===== config.mk =====
export PLATFORM = sky130hd
export DESIGN_NAME = conv_channel_accum_post
export DESIGN_NICKNAME = d
export VERILOG_FILES = /design/src/rtl/conv_channel_accum_post.sv
export SDC_FILE = /design/constraint.sdc
export NUM_CORES = 1
export LEC_CHECK = 0
export CORE_ASPECT_RATIO = 0.6
export CORE_MARGIN = 2
export CORE_UTILIZATION = 50
export DETAILED_ROUTE_END_ITERATION = 7
export PLACE_DENSITY = 0.73
export SETUP_SLACK_MARGIN = 0.3
export SLEW_MARGIN = 20
export SYNTH_ARGS = -nofsm -noshare
export SYNTH_HDL_FRONTEND = slang
export SYNTH_SLANG_ARGS = --single-unit

===== constraint.sdc =====
create_clock -name clk -period 7.8 [get_ports clk]
set_input_delay 1.95 -clock clk [delete_from_list [all_inputs] [get_ports clk]]
set_output_delay 1.95 -clock clk [all_outputs]
set_load 0.02 [all_outputs]

===== src/rtl/conv_channel_accum_post.sv =====
// conv_channel_accum_post: accumulates per-channel 7x7 window sums of one
// output pixel, then adds bias, applies optional ReLU and saturates to Q16.16.
// Stage A accumulates a group of channel beats; stage B post-processes the
// finished sum while stage A is already loading the next group.
module conv_channel_accum_post #(
    parameter int IN_W  = 38,
    parameter int OUT_W = 32,
    parameter int CH_W  = 7,
    parameter int ACC_W = 44
) (
    input  logic                    clk,
    input  logic                    rst,
    input  logic                    en,
    input  logic                    in_valid,
    input  logic signed [IN_W-1:0]  in_sum,
    input  logic [CH_W-1:0]         cfg_num_ch,
    input  logic signed [OUT_W-1:0] bias,
    input  logic                    relu_en,
    output logic                    out_valid,
    output logic signed [OUT_W-1:0] out_data,
    output logic                    out_sat,
    output logic                    busy
);

    localparam logic [CH_W-1:0] ONE_CH = {{(CH_W-1){1'b0}}, 1'b1};
    localparam int HI_W = ACC_W - OUT_W + 2;

    // Stage A state
    logic signed [ACC_W-1:0] acc_q, acc_d;
    logic [CH_W-1:0]         cnt_q, cnt_d;
    logic [CH_W-1:0]         n_q, n_d;
    logic                    done_q, done_d;
    logic signed [OUT_W-1:0] bias_q, bias_d;
    logic                    relu_q, relu_d;

    // Stage B state
    logic                    out_valid_q, out_valid_d;
    logic signed [OUT_W-1:0] out_data_q, out_data_d;
    logic                    out_sat_q, out_sat_d;

    // Helpers
    logic                    beat;
    logic                    last_beat;
    logic [CH_W-1:0]         n_cfg;
    logic [CH_W-1:0]         n_use;
    logic signed [ACC_W-1:0] sum_ext;
    logic signed [ACC_W:0]   s_full;
    logic signed [ACC_W:0]   s_relu;
    logic [HI_W-1:0]         s_hi;

    // Stage A: first beat loads, later beats add; the final beat flags done and captures post settings
    always_comb begin
        acc_d     = acc_q;
        cnt_d     = cnt_q;
        n_d       = n_q;
        done_d    = done_q;
        bias_d    = bias_q;
        relu_d    = relu_q;
        beat      = en & in_valid;
        n_cfg     = (cfg_num_ch == '0) ? ONE_CH : cfg_num_ch;
        n_use     = (cnt_q == '0) ? n_cfg : n_q;
        last_beat = (cnt_q == (n_use - ONE_CH));
        sum_ext   = {{(ACC_W-IN_W){in_sum[IN_W-1]}}, in_sum};
        if (beat) begin
            acc_d = (cnt_q == '0) ? sum_ext : (acc_q + sum_ext);
            n_d   = n_use;
            if (last_beat) begin
                cnt_d  = '0;
                done_d = 1'b1;
                bias_d = bias;
                relu_d = relu_en;
            end else begin
                cnt_d  = cnt_q + ONE_CH;
                done_d = 1'b0;
            end
        end else if (en) begin
            done_d = 1'b0;
        end
    end

    // Stage B: bias add, optional ReLU, and clip the wide sum back into Q16.16
    always_comb begin
        out_valid_d = out_valid_q;
        out_data_d  = out_data_q;
        out_sat_d   = out_sat_q;
        s_full      = {acc_q[ACC_W-1], acc_q}
                    + {{(ACC_W+1-OUT_W){bias_q[OUT_W-1]}}, bias_q};
        s_relu      = (relu_q && s_full[ACC_W]) ? '0 : s_full;
        s_hi        = s_relu[ACC_W:OUT_W-1];
        if (en) begin
            out_valid_d = done_q;
            if (done_q) begin
                if ((s_hi == '0) || (s_hi == '1)) begin
                    out_data_d = s_relu[OUT_W-1:0];
                    out_sat_d  = 1'b0;
                end else if (!s_relu[ACC_W]) begin
                    out_data_d = {1'b0, {(OUT_W-1){1'b1}}};
                    out_sat_d  = 1'b1;
                end else begin
                    out_data_d = {1'b1, {(OUT_W-1){1'b0}}};
                    out_sat_d  = 1'b1;
                end
            end
        end
    end

    // Register update with synchronous active-low reset that discards any partial group
    always_ff @(posedge clk) begin
        if (!rst) begin
            acc_q       <= '0;
            cnt_q       <= '0;
            n_q         <= ONE_CH;
            done_q      <= 1'b0;
            bias_q      <= '0;
            relu_q      <= 1'b0;
            out_valid_q <= 1'b0;
            out_data_q  <= '0;
            out_sat_q   <= 1'b0;
        end else begin
            acc_q       <= acc_d;
            cnt_q       <= cnt_d;
            n_q         <= n_d;
            done_q      <= done_d;
            bias_q      <= bias_d;
            relu_q      <= relu_d;
            out_valid_q <= out_valid_d;
            out_data_q  <= out_data_d;
            out_sat_q   <= out_sat_d;
        end
    end

    assign out_valid = out_valid_q;
    assign out_data  = out_data_q;
    assign out_sat   = out_sat_q;
    assign busy      = (cnt_q != '0);

endmodule


==> results of run 1 <==
==> metal layers <==
metal | vias up | GRT usage
met4 | 0 | 0.0478
met1 | 4623 | 0.488
met2 | 458 | 0.365
met3 | 20 | 0.0901
li1 | 4948 | -
met5 | - | 0
==> per-stage QoR <==
step                cells  total power [uW]  cell area, sq um  utilization
floorplan            1300               997              9910            -
global placement     1625              1140             11200        0.584
detailed placement   1625              1140             11200        0.584
CTS                  1656              2000             11900        0.617
global route         1656              2090             11900        0.617
finish               1656              2010             11900        0.617
==> tightest hold or removal path: cells and delay by family, from the launching register on <==
| kind | cells | cell delay, ns |
|---|---|---|
| flops | 1 | 0.31 |
| simple gates | 1 | 0.05 |
| compound gates | 1 | 0.05 |
==> cells in the mapped netlist (6+ instances only) <==
library cell	instances
a31oi_1	21
and3_1	8
o21a_1	14
nor2b_1	14
nand2_1	151
o31ai_1	10
nand4_1	8
clkbuf_1	54
nand3_1	29
o2bb2ai_1	6
o21ai_0	97
mux2i_1	41
buf_2	7
a21oi_1	134
ha_1	90
or3_1	9
a21o_1	57
a211oi_1	30
and2_1	6
inv_1	22
xnor2_1	38
nor4_1	8
nor3_1	15
o21bai_1	10
nor2_1	143
a311oi_1	17
o211ai_1	10
dfxtp_1	126
o31a_1	6
xor2_1	40
==> layout make-up <==
class                           instances  area [sq um]
Timing Repair Buffer                  123          1210
Sequential cell                       126          2520
Tap cell                              266           333
Clock inverter                         13           188
Fill cell                            1766          7360
Clock buffer                           18           439
Multi-Input combinational cell       1086          7080
Inverter                               24          90.1
==> kinds of logic (layout without fill, tap and decap cells) <==
logic type / count (synthesis) / count (layout) / synth area share
multiplexers: 42 / 42 / 0.0425
adder cells (fa/ha/maj): 92 / 92 / 0.118
XOR/XNOR: 78 / 78 / 0.0689
AO/OA/AOI/OAI: 459 / 459 / 0.297
AND/OR/NAND/NOR: 415 / 415 / 0.185
flip-flops: 126 / 126 / 0.254
buffers and inverters: 88 / 178 / 0.0342
==> sequential cells by signal (all words and copies together) (netlist names), 7 cells and up <==
signal and count:
acc_q 44, bias_q 32, cnt_q 7, n_q 7, out_data 32
==> worst paths after layout <==
check                                    end  slack [ns]  cells past startpoint          from
worst max-delay path               acc_q[42]        2.05                     16     in_sum[0]
worst min-delay path            out_data[31]        0.47                      2  out_data[31]
worst max register to register  out_data[13]        2.74                     14      acc_q[0]
worst min register to register  out_data[31]        0.47                      2  out_data[31]
==> power groups by stage <==
stage                     logic [uW]  clock network, uW  registers, uW
final                            445                863            697
after global routing             488                898            699
after CTS                        436                869            695
after detailed placement         433                  0            709
after global placement           426                  0            709
after floorplan                  303                  0            694
==> metrics.csv, run 1 <==
stage,metric,value,unit
run_status,status,finished clean,
synth,synth-async-reset-ratio,0,
worst_setup_path,worstPathMaxFanout,5,
placement,io_buffer_count,116,
synth,netlist.area_leader.share,0.254,
worst_setup_path,required,8.14,ns
synth,synth_cell_type_count,69,
cells_and_area,diodes,0,
sta,slew_violations,0,
worst_setup_path,worst-path-buf-inv,2,
drt,drt_iter0_drc,952,
cts,cts_hold_buf,0,
synth,yosysSeqAreaShare,0.254,
power,swShare,0.304,
cts,cts_buffer_depth,2,
synth,synth-edff-count,0,
power,p_sw,610,uW
sta,whs,0.465,ns
drt,ant_nets,0,
cts,clk_latency,0.44,ns
cells_and_area,nets,1552,
cells_and_area,drive_above_1_share,0.0396,
synth,avgSynthCellArea,7.62,sq um
worst_setup_path,critPathArrivalTime,6.09,ns
synth,synth.yosys.warnings,0,
synth,synth.area.top_cells,"dfxtp_1 (25%), ha_1 (11%), a21oi_1 (6.8%), nand2_1 (5.7%), nor2_1 (5.4%)",
drt,dr_wl_met3,3.45,mm
sta,finalClockSkew,0.0131,ns
cells_and_area,final_cell_mix,"nand2_1 (151), nor2_1 (142), a21oi_1 (134)",
global_route,grt_usage,0.296,
hold_path,hold_path.class,flip-flop to flip-flop,
run,maxCapViolCount,0,
cells_and_area,area_growth,19.7,%
drt,drc_errors,0,
cts,clk_pin_slew,0.06,ns
power,p_clk_frac,0.430,
synth,synth_nets,1474,
power,internal-power,1400,uW
global_route,grt_max_degree,81,
drt,via_count,10000,
drt,top_layer,met4,
sta,final-setup-viol-count,0,
worst_setup_path,path_delay_family,compound AO/OA/AOI/OAI gates,
worst_setup_path,cp_slowest_cell,o31ai_1,
sta,fmax,174,MHz
worst_setup_path,end_kind,flip-flop,
synth,post-synth-top-area-cell,dfxtp_1,
floorplan,start_util,0.516,
synth,ys_seq_elements,126,
power,p_leak,0.00488,uW
cts,cts_setup_buffers,0,
worst_setup_path,start_kind,input pin,
power,irDropWorstVdd,0.146,mV
global_route,grt-ovfl-total,0,
floorplan,core_area,0.0192,sq mm
global_route,grt_pass1_vias,8721,
cts,htreeDepth,4,
worst_setup_path,critPathKind,input pin to flip-flop,
synth,netlist_instances,1300,
placement,gp_congestion,0.947,
global_route,grt_pass1_wl,48.5,mm
floorplan,die_area,0.0210,sq mm
sta,worstMarginPinSlew,1.08,ns
floorplan,rows,39,
sta,worst_slack,2.05,ns
floorplan,io-pin-count,117,
sta,rsz0062_at_grt,no,
sta,relSlewSlack,0.276,
floorplan,fp.dieW,186,um
drt,dr_wl_met2,11.1,mm
synth,synth_area,0.00991,sq mm
drt,drt-met1-wl,16.0,mm
worst_setup_path,worstPathCellList,clkdlybuf4s50_1 > ha_1 > inv_1 > fa_1 > nor2b_1 > o21ai_0 > a21oi_1 > o31ai_1 > a31oi_1 > a31oi_1 > o31ai_1 > a41oi_1 > o211ai_1 > a32oi_1 > mux2_2 > a211oi_1,
placement,dpl.hpwl,23.4,mm
placement,dpl_worst_slack,1.69,ns
power,cellPowerDensity,169,mW/mm^2
worst_setup_path,critical-path-max-stage-delay,0.50,ns
cts,cts_sinks,126,
drt,wl_per_cell,18.6,um
cts,cts_buffers,17,
sta,setup_tns,0,ns
drt,firstDrtPassIters,5,
cells_and_area,final_common_cell,nand2_1,
power,pwr-share-seq,0.348,
floorplan,die_h,113,um
drt,totalWireLength,30.8,mm
cts,cts_tree,built,
cts,ctsResizeCount,0,
power,comb_power_share,0.222,
sta,hold_viol_final,0,
cts,root_buffer,clkbuf_16,
sta,period_minus_slack,5.75,ns
sta,fin_crit_sh,0.737,
drt,viasPerCell,6.07,
synth,ys.flop_type,dfxtp_1,
global_route,antenna_found_initial,0,
(Power assumes the default switching activity.)
==> run 2: changes to the inputs <==
==> constraint.sdc (replaced) <==
create_clock -name clk -period 5.4 [get_ports clk]
set_input_delay 1.35 -clock clk [delete_from_list [all_inputs] [get_ports clk]]
set_output_delay 1.35 -clock clk [all_outputs]
set_load 0.02 [all_outputs]
==> metrics.csv, run 2 (synthesis results as in run 1) <==
stage,metric,value,unit,change
sta,period_minus_slack,4.81,ns,
cells_and_area,diodes,0,,unchanged
placement,dpl_worst_slack,0.0445,ns,-1.64 ns
cells_and_area,area_growth,19.8,%,
worst_setup_path,r2r_start,acc_q[0],,
run_status,status,finished clean,,
worst_setup_path,worst-path-buf-inv,2,,unchanged
worst_setup_path,critPathArrivalTime,5.15,ns,-0.94 ns
sta,slew_violations,0,,unchanged
power,p_leak,0.00491,uW,+0.61%
worst_setup_path,ff2ff_setup_slack,0.86,ns,-1.88 ns
worst_setup_path,required,5.74,ns,-2.40 ns
floorplan,rows,39,,unchanged
global_route,antenna_found_initial,3,,+3
placement,gp_congestion,0.947,,about the same
drt,totalWireLength,30.3,mm,-1.7%
cells_and_area,nets,1560,,+0.52%
drt,firstDrtPassIters,5,,unchanged
cts,cts_setup_buffers,0,,unchanged
cts,clk_latency,0.43,ns,about the same
sta,final-setup-viol-count,0,,unchanged
drt,wl_per_cell,18.2,um,-2.0%
cts,cts_sinks,126,,unchanged
worst_setup_path,worstPathCellList,clkdlybuf4s50_1 > ha_1 > inv_1 > fa_1 > nor2b_1 > o21ai_0 > a21oi_1 > o31ai_1 > a31oi_2 > a31oi_1 > o31ai_2 > a41oi_1 > o211ai_1 > a32oi_1 > mux2_2 > a211oi_1,,
placement,io_buffer_count,116,,unchanged
floorplan,io-pin-count,117,,unchanged
floorplan,fp.dieW,186,um,unchanged
sta,fmax,208,MHz,
drt,drt_iter0_drc,968,,+1.7%
cts,cts_tree,built,,
cts,htreeDepth,4,,unchanged
cts,root_buffer,clkbuf_16,,
drt,ant_nets,0,,unchanged
cells_and_area,drive_above_1_share,0.0451,,+0.00556
worst_setup_path,r2r_cells,15,,+1
cells_and_area,final_cell_mix,"nand2_1 (151), nor2_1 (142), a21oi_1 (134)",,
sta,setup_tns,0,ns,unchanged
worst_setup_path,cp.depth,16,,unchanged
global_route,grt_usage,0.294,,-0.00249
sta,fin_crit_sh,0.891,,
sta,relSlewSlack,0.271,,-0.00542
sta,finalClockSkew,0.00945,ns,-0.00363 ns
run,maxCapViolCount,0,,unchanged
global_route,grt_pass1_vias,8995,,+3.1%
drt,viasPerCell,6.01,,-0.99%
placement,dpl.hpwl,23.1,mm,-1.3%
cells_and_area,largest_register_ffs,44,,unchanged
worst_setup_path,path_delay_family,compound AO/OA/AOI/OAI gates,,
worst_setup_path,start_kind,input pin,,
sta,hold_viol_final,0,,unchanged
drt,via_count,9986,,-0.63%
worst_setup_path,cp-endpoint,acc_q[42],,
worst_setup_path,critical-path-max-stage-delay,0.48,ns,-0.02 ns
floorplan,die_h,113,um,unchanged
floorplan,die_area,0.0210,sq mm,unchanged
cts,clk_pin_slew,0.05,ns,about the same
global_route,grt_max_degree,57,,-30%
worst_setup_path,cp_slowest_cell,clkdlybuf4s50_1,,
floorplan,start_util,0.516,,unchanged
placement,dpl-instance-area,0.0113,sq mm,+0.57%
power,cellPowerDensity,234,mW/mm^2,+38%
power,irDropWorstVdd,0.224,mV,+54%
sta,worstMarginPinSlew,1.09,ns,+0.00810 ns
drt,drc_errors,0,,unchanged
hold_path,hold_path.class,flip-flop to flip-flop,,
cells_and_area,final_common_cell,nand2_1,,
global_route,grt-ovfl-total,0,,unchanged
worst_setup_path,worstPathMaxFanout,5,,unchanged
worst_setup_path,critPathKind,input pin to flip-flop,,
cts,cts_hold_buf,0,,unchanged
worst_setup_path,crit_path_start,in_sum[0],,
sta,worst_slack,0.591,ns,-1.46 ns
cells_and_area,top_register,acc_q,,
worst_setup_path,reg2reg_to,out_sat,,
cts,cts_buffer_depth,2,,unchanged
cts,ctsResizeCount,0,,unchanged
global_route,grt_pass1_wl,48.5,mm,about the same
floorplan,core_area,0.0192,sq mm,unchanged
cts,cts_buffers,17,,unchanged
worst_setup_path,end_kind,flip-flop,,
sta,rsz0062_at_grt,yes,,
cells_and_area,final_area,0.0119,sq mm,+0.11%
## run 2: worst register-to-register path: cells and delay by family, from the launching register on
kind	cells	cell delay (ns)
DFF	1	0.34
adders and majority gates	2	0.68
buffers and inverters	1	0.16
xor gates and xnor gates	1	0.18
and+or+nand+nor	2	0.54
AOI/OAI and AO/OA	9	2.54
## run 2: power breakdown
group / switching, uW / internal, uW / total, uW / leakage (uW)
combinational: 370 / 274 / 644 / 0.00361
clock: 433 / 690 / 1120 / 0.000274
sequential: 45.1 / 962 / 1010 / 0.00102
total: 848 / 1930 / 2770 / 0.00491
## run 2: per-layer routing
| layer | vias up | routed length [um] | global-route usage | share of wire |
|---|---|---|---|---|
| met1 | 4595 | 16100 | 0.473 | 0.53 |
| met4 | 4 | 273 | 0.0588 | 0.0090 |
| met2 | 393 | 11000 | 0.371 | 0.36 |
| met3 | 26 | 2940 | 0.0875 | 0.097 |
| met5 | - | 32 | 0 | 0.0011 |
| li1 | 4968 | - | - | - |
## run 2: through the flow
| step | power (uW) | utilization | hold WS (ns) | instances |
|---|---|---|---|---|
| after global routing | 2900 | 0.618 | 0.474 | 1662 |
| after detailed placement | 1650 | 0.588 | 0.451 | 1633 |
| after global placement | 1640 | 0.588 | 0.444 | 1633 |
| after CTS | 2770 | 0.616 | 0.459 | 1662 |
| after floorplan | 1440 | - | 0.453 | 1300 |
| final | 2770 | 0.618 | 0.453 | 1662 |
## run 2: cell type report
cell class / instances / area [sq um]
clock buffers: 21 / 460
clock inverters: 8 / 92.6
fillers: 1760 / 7350
inverters: 24 / 90.1
multi-input cells: 1086 / 7090
flip-flops and latches: 126 / 2520
well taps: 266 / 333
repair buffers: 131 / 1290
## run 2: how the worst min path moves through the flow
stage / from / end / slack (ns) / cells past startpoint
2_1_floorplan: n_q[2] / n_q[2] / 0.45 / 2
3_3_place_gp: out_data[31] / out_data[31] / 0.44 / 2
3_5_place_dp: out_data[31] / out_data[31] / 0.45 / 2
4_1_cts: out_data[31] / out_data[31] / 0.46 / 2
5_1_grt: out_data[31] / out_data[31] / 0.47 / 2
6_report: out_data[31] / out_data[31] / 0.45 / 2
==> run 3: changes to the inputs <==
--- a/config.mk
+++ b/config.mk
@@ -7,9 +7,9 @@
 export LEC_CHECK = 0
 export CORE_ASPECT_RATIO = 0.6
 export CORE_MARGIN = 2
-export CORE_UTILIZATION = 50
+export CORE_UTILIZATION = 58
 export DETAILED_ROUTE_END_ITERATION = 7
-export PLACE_DENSITY = 0.73
+export PLACE_DENSITY = 0.82
 export SETUP_SLACK_MARGIN = 0.3
 export SLEW_MARGIN = 20
 export SYNTH_ARGS = -nofsm -noshare
==> metrics.csv, run 3 (synthesis results as in run 1) <==
stage,metric,value,unit,change
run_status,status,finished clean,,
sta,final-setup-viol-count,0,,unchanged
worst_setup_path,r2r_start,acc_q[0],,
worst_setup_path,critPathKind,input pin to flip-flop,,
run,maxCapViolCount,0,,unchanged
sta,period_minus_slack,4.83,ns,+0.0195 ns
floorplan,rows,36,,-7.7%
floorplan,core_area,0.0165,sq mm,-14%
cells_and_area,final_area,0.0119,sq mm,about the same
global_route,antenna_found_initial,1,,-2
cts,htreeDepth,4,,unchanged
cells_and_area,top_register,acc_q,,
drt,drt_iter0_drc,942,,-2.7%
worst_setup_path,critPathArrivalTime,5.16,ns,about the same
sta,fmax,207,MHz,-0.40%
cts,cts_tree,built,,
worst_setup_path,end_kind,flip-flop,,
sta,slew_violations,0,,unchanged
cells_and_area,seqCellArea,0.00252,sq mm,unchanged
power,p_leak,0.00491,uW,about the same
cts,root_buffer,clkbuf_16,,
floorplan,start_util,0.601,,+0.0857
cts,cts_buffer_depth,2,,unchanged
drt,viasPerCell,6.19,,+3.1%
hold_path,hp-start,out_data[31],,
cells_and_area,largest_register_ffs,44,,unchanged
cells_and_area,multi_input_area,0.00710,sq mm,+0.14%
cells_and_area,final_common_cell,nand2_1,,
global_route,grt-ovfl-total,0,,unchanged
sta,rsz0062_at_grt,no,,
cts,cts_sinks,126,,unchanged
cells_and_area,area_growth,19.8,%,about the same
power,irDropWorstVdd,0.151,mV,-33%
floorplan,fp.dieW,173,um,-7.0%
sta,fin_crit_sh,0.894,,+0.00360
floorplan,die_area,0.0182,sq mm,-13%
floorplan,io-pin-count,117,,unchanged
worst_setup_path,worstPathMaxFanout,4,,-1
global_route,grt_usage,0.319,,+0.0252
hold_path,hold_path.class,flip-flop to flip-flop,,
placement,gp_congestion,0.941,,-0.57%
floorplan,die_h,105,um,-6.9%
power,cellPowerDensity,238,mW/mm^2,+2.1%
drt,wl_per_cell,18.1,um,-0.58%
worst_setup_path,start_kind,input pin,,
cells_and_area,num-fill-cells,1352,,-23%
sta,setup_tns,0,ns,unchanged
drt,totalWireLength,29.5,mm,-2.7%
sta,hold_viol_final,0,,unchanged
global_route,grt_pass1_wl,47.0,mm,-3.2%
cts,cts_hold_buf,0,,unchanged
placement,io_buffer_count,116,,unchanged
global_route,grt_pass1_vias,8913,,-0.91%
sta,relSlewSlack,0.263,,-0.00754
drt,firstDrtPassIters,5,,unchanged
drt,ant_nets,0,,unchanged
worst_setup_path,crit_path_start,in_sum[0],,
sta,worstMarginPinSlew,1.10,ns,+0.0113 ns
cells_and_area,drive_above_1_share,0.0479,,+0.00280
drt,drc_errors,0,,unchanged
drt,via_count,10100,,+0.88%
sta,finalClockSkew,0.0101,ns,+0.000687 ns
cells_and_area,final_cell_mix,"nand2_1 (151), nor2_1 (142), a21oi_1 (134)",,
placement,dpl-instance-area,0.0112,sq mm,-0.49%
worst_setup_path,required,5.73,ns,about the same
global_route,grt_max_degree,81,,+42%
cts,clk_pin_slew,0.07,ns,+0.02 ns
cts,cts_setup_buffers,0,,unchanged
placement,dpl.hpwl,22.4,mm,-3.0%
cts,clk_latency,0.42,ns,about the same
cells_and_area,nets,1559,,-0.064%
cts,cts_buffers,17,,unchanged
run 3: cell types whose count changed in the layout (fill, tap and decap cells not counted), sizes merged:
| cell | before | now |
|---|---|---|
| clkbuf | 21 | 18 |
| diode | 0 | 1 |
| clkinvlp | 1 | 2 |
| buf | 15 | 14 |
| inv | 24 | 29 |
run 3: what timing repair did:
| action | 4_1_cts | 5_1_grt |
|---|---|---|
| resized for setup | 0 | 5 |
| hold endpoints to repair | 0 | 0 |
| endpoints found under the setup margin | 0 | 35 |
run 3: per-stage QoR:
| step | std cells | setup WS [ns] | utilization | hold slack [ns] | power, uW |
|---|---|---|---|---|---|
| 3_3_place_gp | 1594 | 0.285 | 0.682 | 0.445 | 1630 |
| 6_report | 1627 | 0.572 | 0.720 | 0.461 | 2830 |
| 3_5_place_dp | 1594 | 0.183 | 0.682 | 0.454 | 1640 |
| 4_1_cts | 1626 | 0.303 | 0.718 | 0.463 | 2820 |
| 2_1_floorplan | 1300 | 0.963 | - | 0.453 | 1440 |
| 5_1_grt | 1626 | 0.310 | 0.720 | 0.497 | 2940 |
run 3: final cells by class:
cell class	instances	area share
Antenna cell	1	0.000211
Clock buffer	18	0.0370
Clock inverter	14	0.0133
Inverter	24	0.00759
Multi-Input combinational cell	1086	0.598
Sequential cell	126	0.212
Tap cell	228	0.0240
Timing Repair Buffer	130	0.108
run 3: worst max-delay path, stage by stage:
cell	delay (ns)
clkdlybuf4s50_1	0.48
ha_1	0.22
inv_1	0.07
fa_1	0.37
nor2b_1	0.16
o21ai_0	0.14
a21oi_1	0.28
o31ai_1	0.14
a31oi_1	0.20
a31oi_1	0.17
o31ai_2	0.35
a41oi_2	0.22
o211ai_1	0.22
buf_4	0.16
a32oi_1	0.11
mux2_2	0.30
a211oi_1	0.22
run 3: worst paths after layout:
path | end | slack, ns | cells after the start
worst max register to register | out_data[19] | 0.63 | 14
worst min register to register | out_data[31] | 0.46 | 2
worst max-delay path | acc_q[42] | 0.57 | 17
worst min-delay path | out_data[31] | 0.46 | 2
run 3: routing by layer:
layer  global-route usage  part of all wire
met4               0.0502            0.0079
met1                0.496              0.49
met5                    0                 0
met3               0.0952              0.12
met2                0.430              0.38
run 3: power by group:
group          switching (uW)  total [uW]  internal, uW
Sequential               42.5        1000           961
Combinational             367         642           275
Clock                     485        1190           701
